### src/rtl/wbm_mux.sv
// -----------------------------------------------------------------------------
// wbm_mux : N-master to 1 Wishbone multiplexer / arbiter
//
// Arbitrates between NUM_MASTERS Wishbone masters and forwards the winner's
// request to one shared downstream port. The winning request (we/sel/adr/dat)
// is latched at grant time and held for the whole transfer. A watchdog
// releases the port and returns an error to the granted master if the
// downstream side stays silent for TIMEOUT cycles.
//
// Parameters
//   NUM_MASTERS  number of requesting masters (2..8)
//   TIMEOUT      BUSY cycles without ack/err before a mux-generated error (>=2)
//
// Configuration macro
//   WBM_MUX_ROUND_ROBIN_EN  defined   : round-robin arbitration
//                           undefined : fixed priority, lowest index wins
//
// Ports
//   wb_clk_i, wb_rst_ni          clock, asynchronous active-low reset
//   m_cyc_i/m_stb_i/m_we_i       per-master cycle, strobe, write enable
//   m_sel_i/m_adr_i/m_dat_i      per-master byte select, address, write data
//   m_dat_o                      read data broadcast to all masters
//   m_ack_o/m_err_o              per-master acknowledge / error
//   s_cyc_o/s_stb_o/s_we_o       downstream cycle, strobe, write enable
//   s_sel_o/s_adr_o/s_dat_o      latched request of the granted master
//   s_dat_i/s_ack_i/s_err_i      downstream read data, acknowledge, error
//   grant_o                      one-hot grant, zero while idle
// -----------------------------------------------------------------------------
module wbm_mux #(
    parameter int NUM_MASTERS = 2,
    parameter int TIMEOUT     = 32
) (
    input  logic                        wb_clk_i,
    input  logic                        wb_rst_ni,

    input  logic [NUM_MASTERS-1:0]      m_cyc_i,
    input  logic [NUM_MASTERS-1:0]      m_stb_i,
    input  logic [NUM_MASTERS-1:0]      m_we_i,
    input  logic [2*NUM_MASTERS-1:0]    m_sel_i,
    input  logic [32*NUM_MASTERS-1:0]   m_adr_i,
    input  logic [16*NUM_MASTERS-1:0]   m_dat_i,
    output logic [15:0]                 m_dat_o,
    output logic [NUM_MASTERS-1:0]      m_ack_o,
    output logic [NUM_MASTERS-1:0]      m_err_o,

    output logic                        s_cyc_o,
    output logic                        s_stb_o,
    output logic                        s_we_o,
    output logic [1:0]                  s_sel_o,
    output logic [31:0]                 s_adr_o,
    output logic [15:0]                 s_dat_o,
    input  logic [15:0]                 s_dat_i,
    input  logic                        s_ack_i,
    input  logic                        s_err_i,

    output logic [NUM_MASTERS-1:0]      grant_o
);

    localparam int IDX_W = (NUM_MASTERS > 1) ? $clog2(NUM_MASTERS) : 1;
    localparam int CNT_W = $clog2(TIMEOUT) + 1;
    localparam logic [CNT_W-1:0] CNT_LAST = CNT_W'(TIMEOUT - 1);

    typedef enum logic {
        IDLE = 1'b0,
        BUSY = 1'b1
    } state_t;

    state_t                 state_q, state_d;
    logic [NUM_MASTERS-1:0] req;
    logic [NUM_MASTERS-1:0] grant_q, grant_d;
    logic [NUM_MASTERS-1:0] tmo_q, tmo_d;
    logic                   cyc_q, cyc_d;
    logic                   we_q, we_d;
    logic [1:0]             sel_q, sel_d;
    logic [31:0]            adr_q, adr_d;
    logic [15:0]            dat_q, dat_d;
    logic [CNT_W-1:0]       cnt_q, cnt_d;

    logic                   win_vld;
    logic [IDX_W-1:0]       win_idx;
    logic [IDX_W-1:0]       cand;
    logic                   busy;
    logic                   abort;

    // Per-master views of the packed request buses
    logic [1:0]             sel_arr [NUM_MASTERS];
    logic [31:0]            adr_arr [NUM_MASTERS];
    logic [15:0]            dat_arr [NUM_MASTERS];

    for (genvar g = 0; g < NUM_MASTERS; g++) begin : g_unpack
        assign sel_arr[g] = m_sel_i[2*g  +: 2];
        assign adr_arr[g] = m_adr_i[32*g +: 32];
        assign dat_arr[g] = m_dat_i[16*g +: 16];
    end

    assign req = m_cyc_i & m_stb_i;

`ifdef WBM_MUX_ROUND_ROBIN_EN
    // ptr_q holds the index the next search starts from, i.e. the last
    // granted index + 1, so a fresh reset starts the search at master 0.
    logic [IDX_W-1:0] ptr_q, ptr_d;
    int unsigned      rr_pos;

    always_comb begin
        win_vld = 1'b0;
        win_idx = '0;
        cand    = '0;
        rr_pos  = 0;
        for (int unsigned i = 0; i < NUM_MASTERS; i++) begin
            rr_pos = 32'(ptr_q) + i;
            if (rr_pos >= 32'(NUM_MASTERS)) begin
                rr_pos = rr_pos - 32'(NUM_MASTERS);
            end
            cand = IDX_W'(rr_pos);
            if (!win_vld && req[cand]) begin
                win_vld = 1'b1;
                win_idx = cand;
            end
        end
    end
`else
    always_comb begin
        win_vld = 1'b0;
        win_idx = '0;
        cand    = '0;
        for (int unsigned i = 0; i < NUM_MASTERS; i++) begin
            cand = IDX_W'(i);
            if (!win_vld && req[cand]) begin
                win_vld = 1'b1;
                win_idx = cand;
            end
        end
    end
`endif

    assign busy  = (state_q == BUSY);
    // Granted master withdrew its cycle while the transfer is outstanding
    assign abort = |(grant_q & ~m_cyc_i);

    // Next-state and next-register values
    always_comb begin
        state_d = state_q;
        grant_d = grant_q;
        cyc_d   = cyc_q;
        we_d    = we_q;
        sel_d   = sel_q;
        adr_d   = adr_q;
        dat_d   = dat_q;
        cnt_d   = cnt_q;
        tmo_d   = '0;
`ifdef WBM_MUX_ROUND_ROBIN_EN
        ptr_d   = ptr_q;
`endif
        case (state_q)
            IDLE: begin
                grant_d = '0;
                cyc_d   = 1'b0;
                if (win_vld) begin
                    state_d = BUSY;
                    cyc_d   = 1'b1;
                    for (int unsigned i = 0; i < NUM_MASTERS; i++) begin
                        grant_d[i] = (IDX_W'(i) == win_idx);
                    end
                    we_d  = m_we_i[win_idx];
                    sel_d = sel_arr[win_idx];
                    adr_d = adr_arr[win_idx];
                    dat_d = dat_arr[win_idx];
                    cnt_d = '0;
`ifdef WBM_MUX_ROUND_ROBIN_EN
                    ptr_d = (32'(win_idx) == 32'(NUM_MASTERS - 1)) ? '0
                                                                   : win_idx + 1'b1;
`endif
                end
            end
            BUSY: begin
                // Completion and abort outrank the watchdog, so an ack that
                // lands on the expiry edge never produces an error.
                if (s_ack_i || s_err_i || abort) begin
                    state_d = IDLE;
                    grant_d = '0;
                    cyc_d   = 1'b0;
                end else if (cnt_q == CNT_LAST) begin
                    state_d = IDLE;
                    grant_d = '0;
                    cyc_d   = 1'b0;
                    tmo_d   = grant_q;
                end else if (cnt_q != '1) begin
                    cnt_d = cnt_q + 1'b1;
                end
            end
            default: begin
                state_d = IDLE;
                grant_d = '0;
                cyc_d   = 1'b0;
            end
        endcase
    end

    always_ff @(posedge wb_clk_i or negedge wb_rst_ni) begin
        if (!wb_rst_ni) begin
            state_q <= IDLE;
            grant_q <= '0;
            cyc_q   <= 1'b0;
            we_q    <= 1'b0;
            sel_q   <= '0;
            adr_q   <= '0;
            dat_q   <= '0;
            cnt_q   <= '0;
            tmo_q   <= '0;
        end else begin
            state_q <= state_d;
            grant_q <= grant_d;
            cyc_q   <= cyc_d;
            we_q    <= we_d;
            sel_q   <= sel_d;
            adr_q   <= adr_d;
            dat_q   <= dat_d;
            cnt_q   <= cnt_d;
            tmo_q   <= tmo_d;
        end
    end

`ifdef WBM_MUX_ROUND_ROBIN_EN
    always_ff @(posedge wb_clk_i or negedge wb_rst_ni) begin
        if (!wb_rst_ni) begin
            ptr_q <= '0;
        end else begin
            ptr_q <= ptr_d;
        end
    end
`endif

    assign s_cyc_o = cyc_q;
    assign s_stb_o = cyc_q;
    assign s_we_o  = we_q;
    assign s_sel_o = sel_q;
    assign s_adr_o = adr_q;
    assign s_dat_o = dat_q;
    assign grant_o = grant_q;

    assign m_dat_o = s_dat_i;
    assign m_ack_o = grant_q & {NUM_MASTERS{s_ack_i & busy}};
    assign m_err_o = (grant_q & {NUM_MASTERS{s_err_i & busy}}) | tmo_q;

endmodule

### config.mk
export PLATFORM = sky130hd
export DESIGN_NAME = wbm_mux
export DESIGN_NICKNAME = d
export VERILOG_FILES = /design/src/rtl/wbm_mux.sv
export SDC_FILE = /design/constraint.sdc
export NUM_CORES = 1
export LEC_CHECK = 0
export ABC_AREA = 1
export BUFFER_PORTS_ARGS = -buffer_cell sky130_fd_sc_hd__buf_2
export CAP_MARGIN = 10
export CORE_UTILIZATION = 44
export CTS_BUF_LIST = sky130_fd_sc_hd__clkbuf_8
export DETAILED_ROUTE_END_ITERATION = 10
export PLACE_DENSITY = 0.79
export SKIP_LAST_GASP = 1
export SLEW_MARGIN = 20
export SYNTH_ARGS = -nofsm -noshare
export SYNTH_HDL_FRONTEND = slang
export SYNTH_SLANG_ARGS = --single-unit
export TNS_END_PERCENT = 30
### constraint.sdc
create_clock -name wb_clk_i -period 2 [get_ports wb_clk_i]
set_clock_uncertainty 0.1 [all_clocks]
set_input_delay 0.2 -clock wb_clk_i [delete_from_list [all_inputs] [get_ports wb_clk_i]]
set_output_delay 0.2 -clock wb_clk_i [all_outputs]
set_load 0.05 [all_outputs]
==> out/qor.yml, run 1 <==
core_um2: 6756
rsz0062_at_grt: "no"
synth_cells: 384
cp_max_fo: 11
cts_resized: 0
htreeDepth: 3
critical-path-top-delay-family: "flip-flops"
setup_tns_ps: 0
path_cells: "inv_1, nor3_1, buf_2"
route.vias.total: 3136
synthArstFlopShare: 1.000
period_minus_slack_ps: 1876
die_area_um2: 7305
first_pass_iters: 5
synth-seq-cells: 63
dominantRegCellSynth: "dfrtp_1"
avgSynthCellArea_um2: 7.983
start_kind: "flip-flop"
yosys-top-cells-count: "nand2_1 (85), dfrtp_1 (63), nor2_1 (60)"
postLayoutCellArea_um2: 4066
status: "completed"
slew_headroom: 0.3873
crit_path_top_delay_cell: "dfrtp_1"
p_per_area_nw_per_um2: 1137
fmax_mhz: 533.0
cts_buffer_depth: 2
yosys_warnings: 0
leakagePower_nw: 2.155
end_kind: "output pin"
cp.arrival_ps: 1580
gp_congestion: 0.8481
cts-root-buf: "clkbuf_8"
postCtsSetupBuffers: 0
port_buffers: 168
holdCritPathClass: "in2reg"
core.rowCount: 30
grt_pass1_vias: 2982
die_w_um: 85.47
finalHoldViolCount: 0
grt_max_degree: 64
synth_seq_area_share: 0.5143
clkSinkCount: 63
grt_pass1_wl_um: 13120
route.detailed.drc: 0
drt_iter0_markers: 146
critPathRequiredTime_ps: 1700
io_pins: 201
dp_hpwl_um: 5687
setup_violations: 0
peakVddDrop_mv: 0.5745
layout-drive-gt1-share: 0.3669
clk_pin_slew_ps: 70
nNetsFinal: 659
area.growth.synth_to_final_pct: 32.65
crit_path_max_incr_delay_ps: 560
numCtsBuffers: 9
grt_overflow_total: 0
regArea_um2: 1577
synth_edf_count: 0
tightest_slew_ps: 919.1
synth_area_leader_cell: "dfrtp_1"
start_util: 0.4537
synth_area_um2: 3065
die_y_um: 85.47
gr-usage-all-layers: 0.2254
insertedDiodeCount: 0
critPathKind: "reg2out"
synth.distinct_cells: 21
ys_top_cells_by_area: "dfrtp_1 (51%), nand2_1 (10%), o21ai_1 (9.0%), o21ai_0 (8.0%), nor2_1 (7.3%)"
antenna_left: 0
worstSkewPairLatency_ps: 330
place_area_um2: 3849
routedWlPerCell_um: 13.13
wirelength_um: 8102
viasPerCell: 5.083
post-synth-top-count-cell: "nand2_1"
fin_crit_sh: 0.9381
cts_tree: "yes"
critPathBufInv: 2
grt_antenna_before_repair: 0
yosysTopAreaCellShare: 0.5143
syn_nets: 511
drv_cap: 0
slew_violations: 0
multi_input_area_um2: 1225
fillers: 644
r2r_slack_ps: 290
==> routing by layer <==
metal / vias to the layer above / wire (um) / global-route usage
met5: - / 0 / 0
met4: 0 / 110 / 0.08485
met3: 13 / 587 / 0.04475
met2: 149 / 4014 / 0.4000
met1: 1445 / 3389 / 0.2701
li1: 1529 / - / -
==> per-stage QoR <==
stage | worst slack (ps) | total power (W) | util | hold WS, ps | std cells
global route | 30.32 | 0.004864 | 0.6019 | 16.24 | 617
CTS | 114.0 | 0.004661 | 0.6019 | 9.953 | 617
global placement | 342.2 | 0.003483 | 0.5696 | 140.4 | 600
floorplan | -164.3 | 0.003082 | - | -195.6 | 384
finish | 123.8 | 0.004622 | 0.6019 | 16.21 | 617
detailed placement | 307.9 | 0.003517 | 0.5696 | 142.0 | 600
==> path summary, 6_finish.rpt <==
kind | start | end | cells past startpoint
max | busy$_DFF_PN0_ | m_ack_o[1] | 3
min | m_adr_i[62] | s_adr_o[30]$_DFFE_PN0P_ | 3
max reg2reg | cnt_q[0]$_DFFE_PN0P_ | cnt_q[1]$_DFFE_PN0P_ | 7
min reg2reg | s_dat_o[0]$_DFFE_PN0P_ | s_dat_o[0]$_DFFE_PN0P_ | 2
max in group asynchronous | wb_rst_ni | s_adr_o[8]$_DFFE_PN0P_ | 3
min in group asynchronous | wb_rst_ni | s_dat_o[10]$_DFFE_PN0P_ | 3
==> sequential cells by signal (all words and copies together), names as in the netlist <==
name / flops
busy: 1
cnt_q: 6
grant_o: 2
s_adr_o: 32
s_cyc_o: 1
s_dat_o: 16
s_sel_o: 2
s_we_o: 1
tmo_q: 2
==> kinds of logic after synthesis <==
logic type | after synthesis | synth area share
AO/OA/AOI/OAI | 116 | 0.2029
flip-flops | 63 | 0.5143
AND/OR/NAND/NOR | 153 | 0.1910
adder cells (fa/ha/maj) | 1 | 0.004081
buffers and inverters | 51 | 0.08776
==> cell usage in the layout (no fill, tap or decap) <==
master and n:
a21oi_1 3, a21oi_4 2, buf_12 1, buf_2 168
buf_4 5, bufinv_16 1, clkbuf_8 11, clkinv_2 2
clkinv_4 1, clkinvlp_4 1, dfrtp_1 63, dlygate4sd3_1 1
ha_1 1, inv_1 11, inv_2 2, nand2_1 85
nand2_2 1, nand3_1 2, nor2_1 60, nor3_1 4
nor3_2 1, o21a_1 1, o21ai_0 49, o21ai_1 55
o21bai_1 3, o21bai_2 1, o22ai_1 2
==> power breakdown <==
part | internal [W] | switching [W]
logic | 0.000429 | 0.00136
registers | 0.00154 | 0.000161
clock network | 0.000641 | 0.000490
total | 0.00261 | 0.00201
==> tightest hold or removal path: cells and delay by family <==
| family | cells | cell delay (ps) |
|---|---|---|
| AOI/OAI and AO/OA | 1 | 110 |
| buffers and inverters | 1 | 70 |
| and+or+nand+nor | 1 | 30 |
==> cell type report <==
type	instances	share of cell area
clock inverters	5	0.01385
clock buffers	11	0.03723
repair buffers	175	0.2234
multi-input cells	270	0.3012
inverters	13	0.01200
flip-flops and latches	63	0.3877
well taps	80	0.02462
==> what timing repair did <==
| item | 4_1_cts | 5_1_grt |
|---|---|---|
| hold buffers | 1 | 0 |
| endpoints found under the hold margin | 63 | 0 |
| setup endpoints to repair | 0 | 0 |
Note: power is estimated with default switching activity, not from simulation.
==> run 2, diff against run 1 <==
- GPL_TIMING_DRIVEN: default -> 0
==> run 2 against run 1 <==
Net effect: sequential share of layout area is 1.9 points lower; cell area grew 5.0%; combinational power grew 7%; routed wire length rose by 2.3%; utilization increased by 3.0 points; largest power group unchanged.
==> out/qor.yml, run 2 (synthesis results as in run 1) <==
worstSkewPairLatency_ps: 320
die_area_um2: 7305
viasPerCell: 4.917
tightest_slew_ps: 773.3
cts_buffer_depth: 2
htreeDepth: 3
status: "completed"
die_y_um: 85.47
post-route-util: 0.6320
grt_pass1_wl_um: 13140
min_delay_path_depth: 3
largest_register_ffs: 32
gp_congestion: 0.8071
final_cell_mix: "buf_2 (191), nand2_1 (85), dfrtp_1 (63)"
layout_commonest_cell: "buf_2"
clkSinkCount: 63
cp.arrival_ps: 1550
io_pins: 201
critPathKind: "reg2out"
p_per_area_nw_per_um2: 1059
start_kind: "flip-flop"
wirelength_um: 8292
cp_max_fo: 10
grt_antenna_before_repair: 0
area.growth.synth_to_final_pct: 39.31
fmax_mhz: 541.5
first_pass_iters: 4
grt_pass1_vias: 3005
drt_iter0_markers: 100
route.detailed.drc: 0
insertedDiodeCount: 0
fin_crit_sh: 0.9234
route.vias.total: 3260
place_area_um2: 4094
critPathRequiredTime_ps: 1700
dp_hpwl_um: 6227
period_minus_slack_ps: 1847
die_w_um: 85.47
postLayoutCellArea_um2: 4270
hold_end: "s_adr_o[3]$_DFFE_PN0P_"
rsz0062_at_grt: "no"
nNetsFinal: 707
holdCritPathClass: "in2reg"
cts-root-buf: "clkbuf_8"
cts_tree: "yes"
antenna_left: 0
routedWlPerCell_um: 12.51
ff2ff_path_depth: 7
r2r-start: "cnt_q[0]$_DFFE_PN0P_"
rr_endpoint: "cnt_q[5]$_DFFE_PN0P_"
end_kind: "output pin"
layout-drive-gt1-share: 0.3962
port_buffers: 184
slew_violations: 0
gr-usage-all-layers: 0.2266
finalHoldViolCount: 0
postCtsSetupBuffers: 0
core_um2: 6756
drv_cap: 0
r2r_slack_ps: 250
grt_max_degree: 64
setup_violations: 0
grt_overflow_total: 0
peakVddDrop_mv: 0.5457
slew_headroom: 0.4845
numCtsBuffers: 9
core.rowCount: 30
leakagePower_nw: 2.309
start_util: 0.4537
clk_pin_slew_ps: 60
hp-start: "m_adr_i[35]"
critPathLaunch: "busy$_DFF_PN0_"
-- run 2: through the flow --
step | hold slack, ps | TNS (ps) | instances | setup WS (ps) | power (W)
2_1_floorplan | -195.6 | -164.3 | 384 | -164.3 | 0.003082
3_3_place_gp | 358.2 | 0 | 648 | 334.0 | 0.003592
3_5_place_dp | 236.9 | 0 | 648 | 289.1 | 0.003629
4_1_cts | 19.52 | 0 | 663 | 132.6 | 0.004553
5_1_grt | 34.40 | 0 | 663 | 12.20 | 0.004750
6_report | 32.51 | 0 | 663 | 153.3 | 0.004521
-- run 2: layout make-up --
class / count / area, um2
plain buffers: 38 / 220.2
clock buffers: 11 / 151.4
clock inverters: 3 / 12.51
fillers: 622 / 2486
inverters: 13 / 48.80
multi-input cells: 270 / 1225
flip-flops and latches: 63 / 1577
well taps: 80 / 100.1
repair buffers: 185 / 935.9
-- run 2: critical path, cell delays in order, from the launching register on --
cell and delay [ps]:
dfrtp_1 390, buf_2 230, inv_1 130, nor3_1 210
clkbuf_4 260
-- run 2: how the worst max path moves through the flow --
stage | endpoint | slack, ps | cells past startpoint
global route | m_ack_o[1] | 10 | 4
CTS | m_ack_o[1] | 130 | 4
global placement | cnt_q[1]$_DFFE_PN0P_ | 330 | 7
finish | m_ack_o[1] | 150 | 4
floorplan | m_ack_o[1] | -160 | 2
detailed placement | cnt_q[0]$_DFFE_PN0P_ | 290 | 7
-- run 2: report_power, final --
part,internal (W),switching (W)
Sequential,0.00154,0.000150
Clock,0.000492,0.000425
Combinational,0.000467,0.00145
-- run 2: what timing repair did --
action | CTS | global route
resized for setup | 0 | 1
endpoints found under the hold margin | 63 | 0
endpoints found under the setup margin | 0 | 1
hold buffers | 1 | 0
-- run 2: metal layers --
metal | routed length, um | global-route usage | vias to the layer above
met5 | 0 | 0 | -
met4 | 86 | 0.07424 | 0
met3 | 533 | 0.04183 | 8
met2 | 4193 | 0.4138 | 141
met1 | 3479 | 0.2683 | 1482
li1 | - | - | 1629
==> run 3, diff against run 2 <==
- ABC_CLOCK_PERIOD_IN_PS: default -> 2000
- REMOVE_ABC_BUFFERS: default -> 1
==> run 3 against run 2 <==
Net effect: first-iteration DRC count is 69% higher; via count is 2.3% lower; sequential cell count stayed put; power is 1.0% higher; sequential power hardly changed; utilization is 3.3 points lower; final cell count is 7.2% lower; combinational power is 5% lower.
==> out/qor.yml, run 3 (synthesis results as in run 1) <==
tightest_slew_ps: 832.5
postCtsSetupBuffers: 0
die_w_um: 85.47
combPwrFrac: 0.396
switching_share: 0.4413
fmax_mhz: 534.8
worstSkewPairLatency_ps: 330
core.rowCount: 30
finalHoldViolCount: 0
path_cells: "inv_1, nor3_1, buf_2"
insertedDiodeCount: 0
grt_pass1_wl_um: 14390
grt_antenna_before_repair: 0
setup_tns_ps: 0
whs_ps: 20.87
hold_end: "s_adr_o[20]$_DFFE_PN0P_"
io_pins: 201
core_um2: 6756
cp_max_fo: 13
antenna_left: 0
routedWlPerCell_um: 15.02
period_minus_slack_ps: 1870
drv_cap: 0
placed_cells: 594
largest_register_ffs: 32
setup_violations: 0
p_switching_w: 0.002016
slew_headroom: 0.4450
r2r-start: "busy$_DFF_PN0_"
gp_congestion: 0.7616
nNetsFinal: 657
critPathKind: "reg2out"
intPower_w: 0.002552
peakVddDrop_mv: 0.6221
wirelength_um: 9236
crit_path_top_delay_cell: "dfrtp_2"
fin_crit_sh: 0.9349
ff2ff_path_depth: 4
grt_pass1_vias: 3016
clkPwrFrac: 0.233
end_kind: "output pin"
holdCritPathClass: "in2reg"
layout-drive-gt1-share: 0.3607
area.growth.synth_to_final_pct: 31.96
die_area_um2: 7305
crit_path_max_incr_delay_ps: 560
viasPerCell: 5.177
cts_tree: "yes"
leakagePower_nw: 2.134
final_cell_mix: "buf_2 (167), nand2_1 (85), dfrtp_1 (62)"
start_util: 0.4537
layout_commonest_cell: "buf_2"
htreeDepth: 3
grt_overflow_total: 0
slew_violations: 0
r2r_slack_ps: 170
start_kind: "flip-flop"
rr_endpoint: "s_cyc_o$_DFFE_PN0P_"
clk_pin_slew_ps: 70
hp-start: "m_adr_i[52]"
rsz0062_at_grt: "no"
route.vias.total: 3184
first_pass_iters: 7
p_per_area_nw_per_um2: 1129
route.detailed.drc: 0
cts_buffer_depth: 2
cts-root-buf: "clkbuf_8"
clkSinkCount: 63
gr-usage-all-layers: 0.2582
final_cells: 615
die_y_um: 85.47
numCtsBuffers: 9
cp.arrival_ps: 1570
sequentialPowerShare: 0.372
min_delay_path_depth: 3
fillers: 620
port_buffers: 168
fin_total_pwr_w: 0.004568
drt_iter0_markers: 169
critPathRequiredTime_ps: 1700
dp_hpwl_um: 5369
grt_max_degree: 64
status: "completed"
## run 3: cell count changes in the layout (fill, tap and decap cells not counted), sizes merged
cell / change
bufinv: +1
a21oi: +4
clkinv: +2
buf: -41
clkbuf: -14
## run 3: area by class of cell
type / count / area [um2] / share of cell area
Tap cell: 80 / 100.1 / 0.02474
Inverter: 13 / 53.80 / 0.01330
Clock inverter: 6 / 52.55 / 0.01299
Clock buffer: 10 / 137.6 / 0.03402
Timing Repair Buffer: 169 / 853.3 / 0.2109
Sequential cell: 63 / 1578 / 0.3900
Multi-Input combinational cell: 274 / 1270 / 0.3140
## run 3: what timing repair did
action                                  4_1_cts  5_1_grt
resized for setup                             2        3
gates cloned                                  4        0
endpoints found under the setup margin       60       55
hold buffers                                  1        0
hold endpoints to repair                     63        0
## run 3: power groups by stage
stage	Clock [W]	Combinational, W	Sequential [W]
floorplan	0	0.000361	0.00260
detailed placement	0	0.00178	0.00171
global route	0.00113	0.00192	0.00172
CTS	0.00109	0.00181	0.00169
global placement	0	0.00176	0.00170
finish	0.00106	0.00181	0.00170
## run 3: worst max-delay path by stage
stage                           start                endpoint  slack, ps  cells after the start
6_report               busy$_DFF_PN0_              m_ack_o[0]        130                      3
5_1_grt                busy$_DFF_PN0_  s_dat_o[0]$_DFFE_PN0P_         10                      4
4_1_cts                busy$_DFF_PN0_              m_ack_o[0]        -70                      3
3_5_place_dp           busy$_DFF_PN0_     s_cyc_o$_DFFE_PN0P_       -760                      4
3_3_place_gp           busy$_DFF_PN0_     s_cyc_o$_DFFE_PN0P_       -730                      4
2_1_floorplan  grant_o[0]$_DFFE_PN0P_              m_ack_o[0]       -170                      2
## run 3: through the flow
| step | util | cell area, um2 | setup WS, ps |
|---|---|---|---|
| floorplan | - | 2845 | -165.2 |
| global placement | 0.5604 | 3786 | -728.1 |
| detailed placement | 0.5607 | 3789 | -762.9 |
| CTS | 0.5970 | 4034 | -70.57 |
| global route | 0.5987 | 4045 | 13.53 |
| finish | 0.5987 | 4045 | 130.1 |
## run 3: routing by layer
layer  part of all wire  GRT usage  vias up
met1               0.41     0.3169     1483
met4              0.013    0.04394        0
met5                  0    0.02098        -
met2               0.48     0.4400      151
met3              0.093    0.09533       10
li1                   -          -     1540
## run 3: worst max-delay path, delay by kind of cell, from the launching register on
kind | cells | cell delay [ps]
flops | 1 | 560
simple gates | 1 | 220
buf+inv | 2 | 470
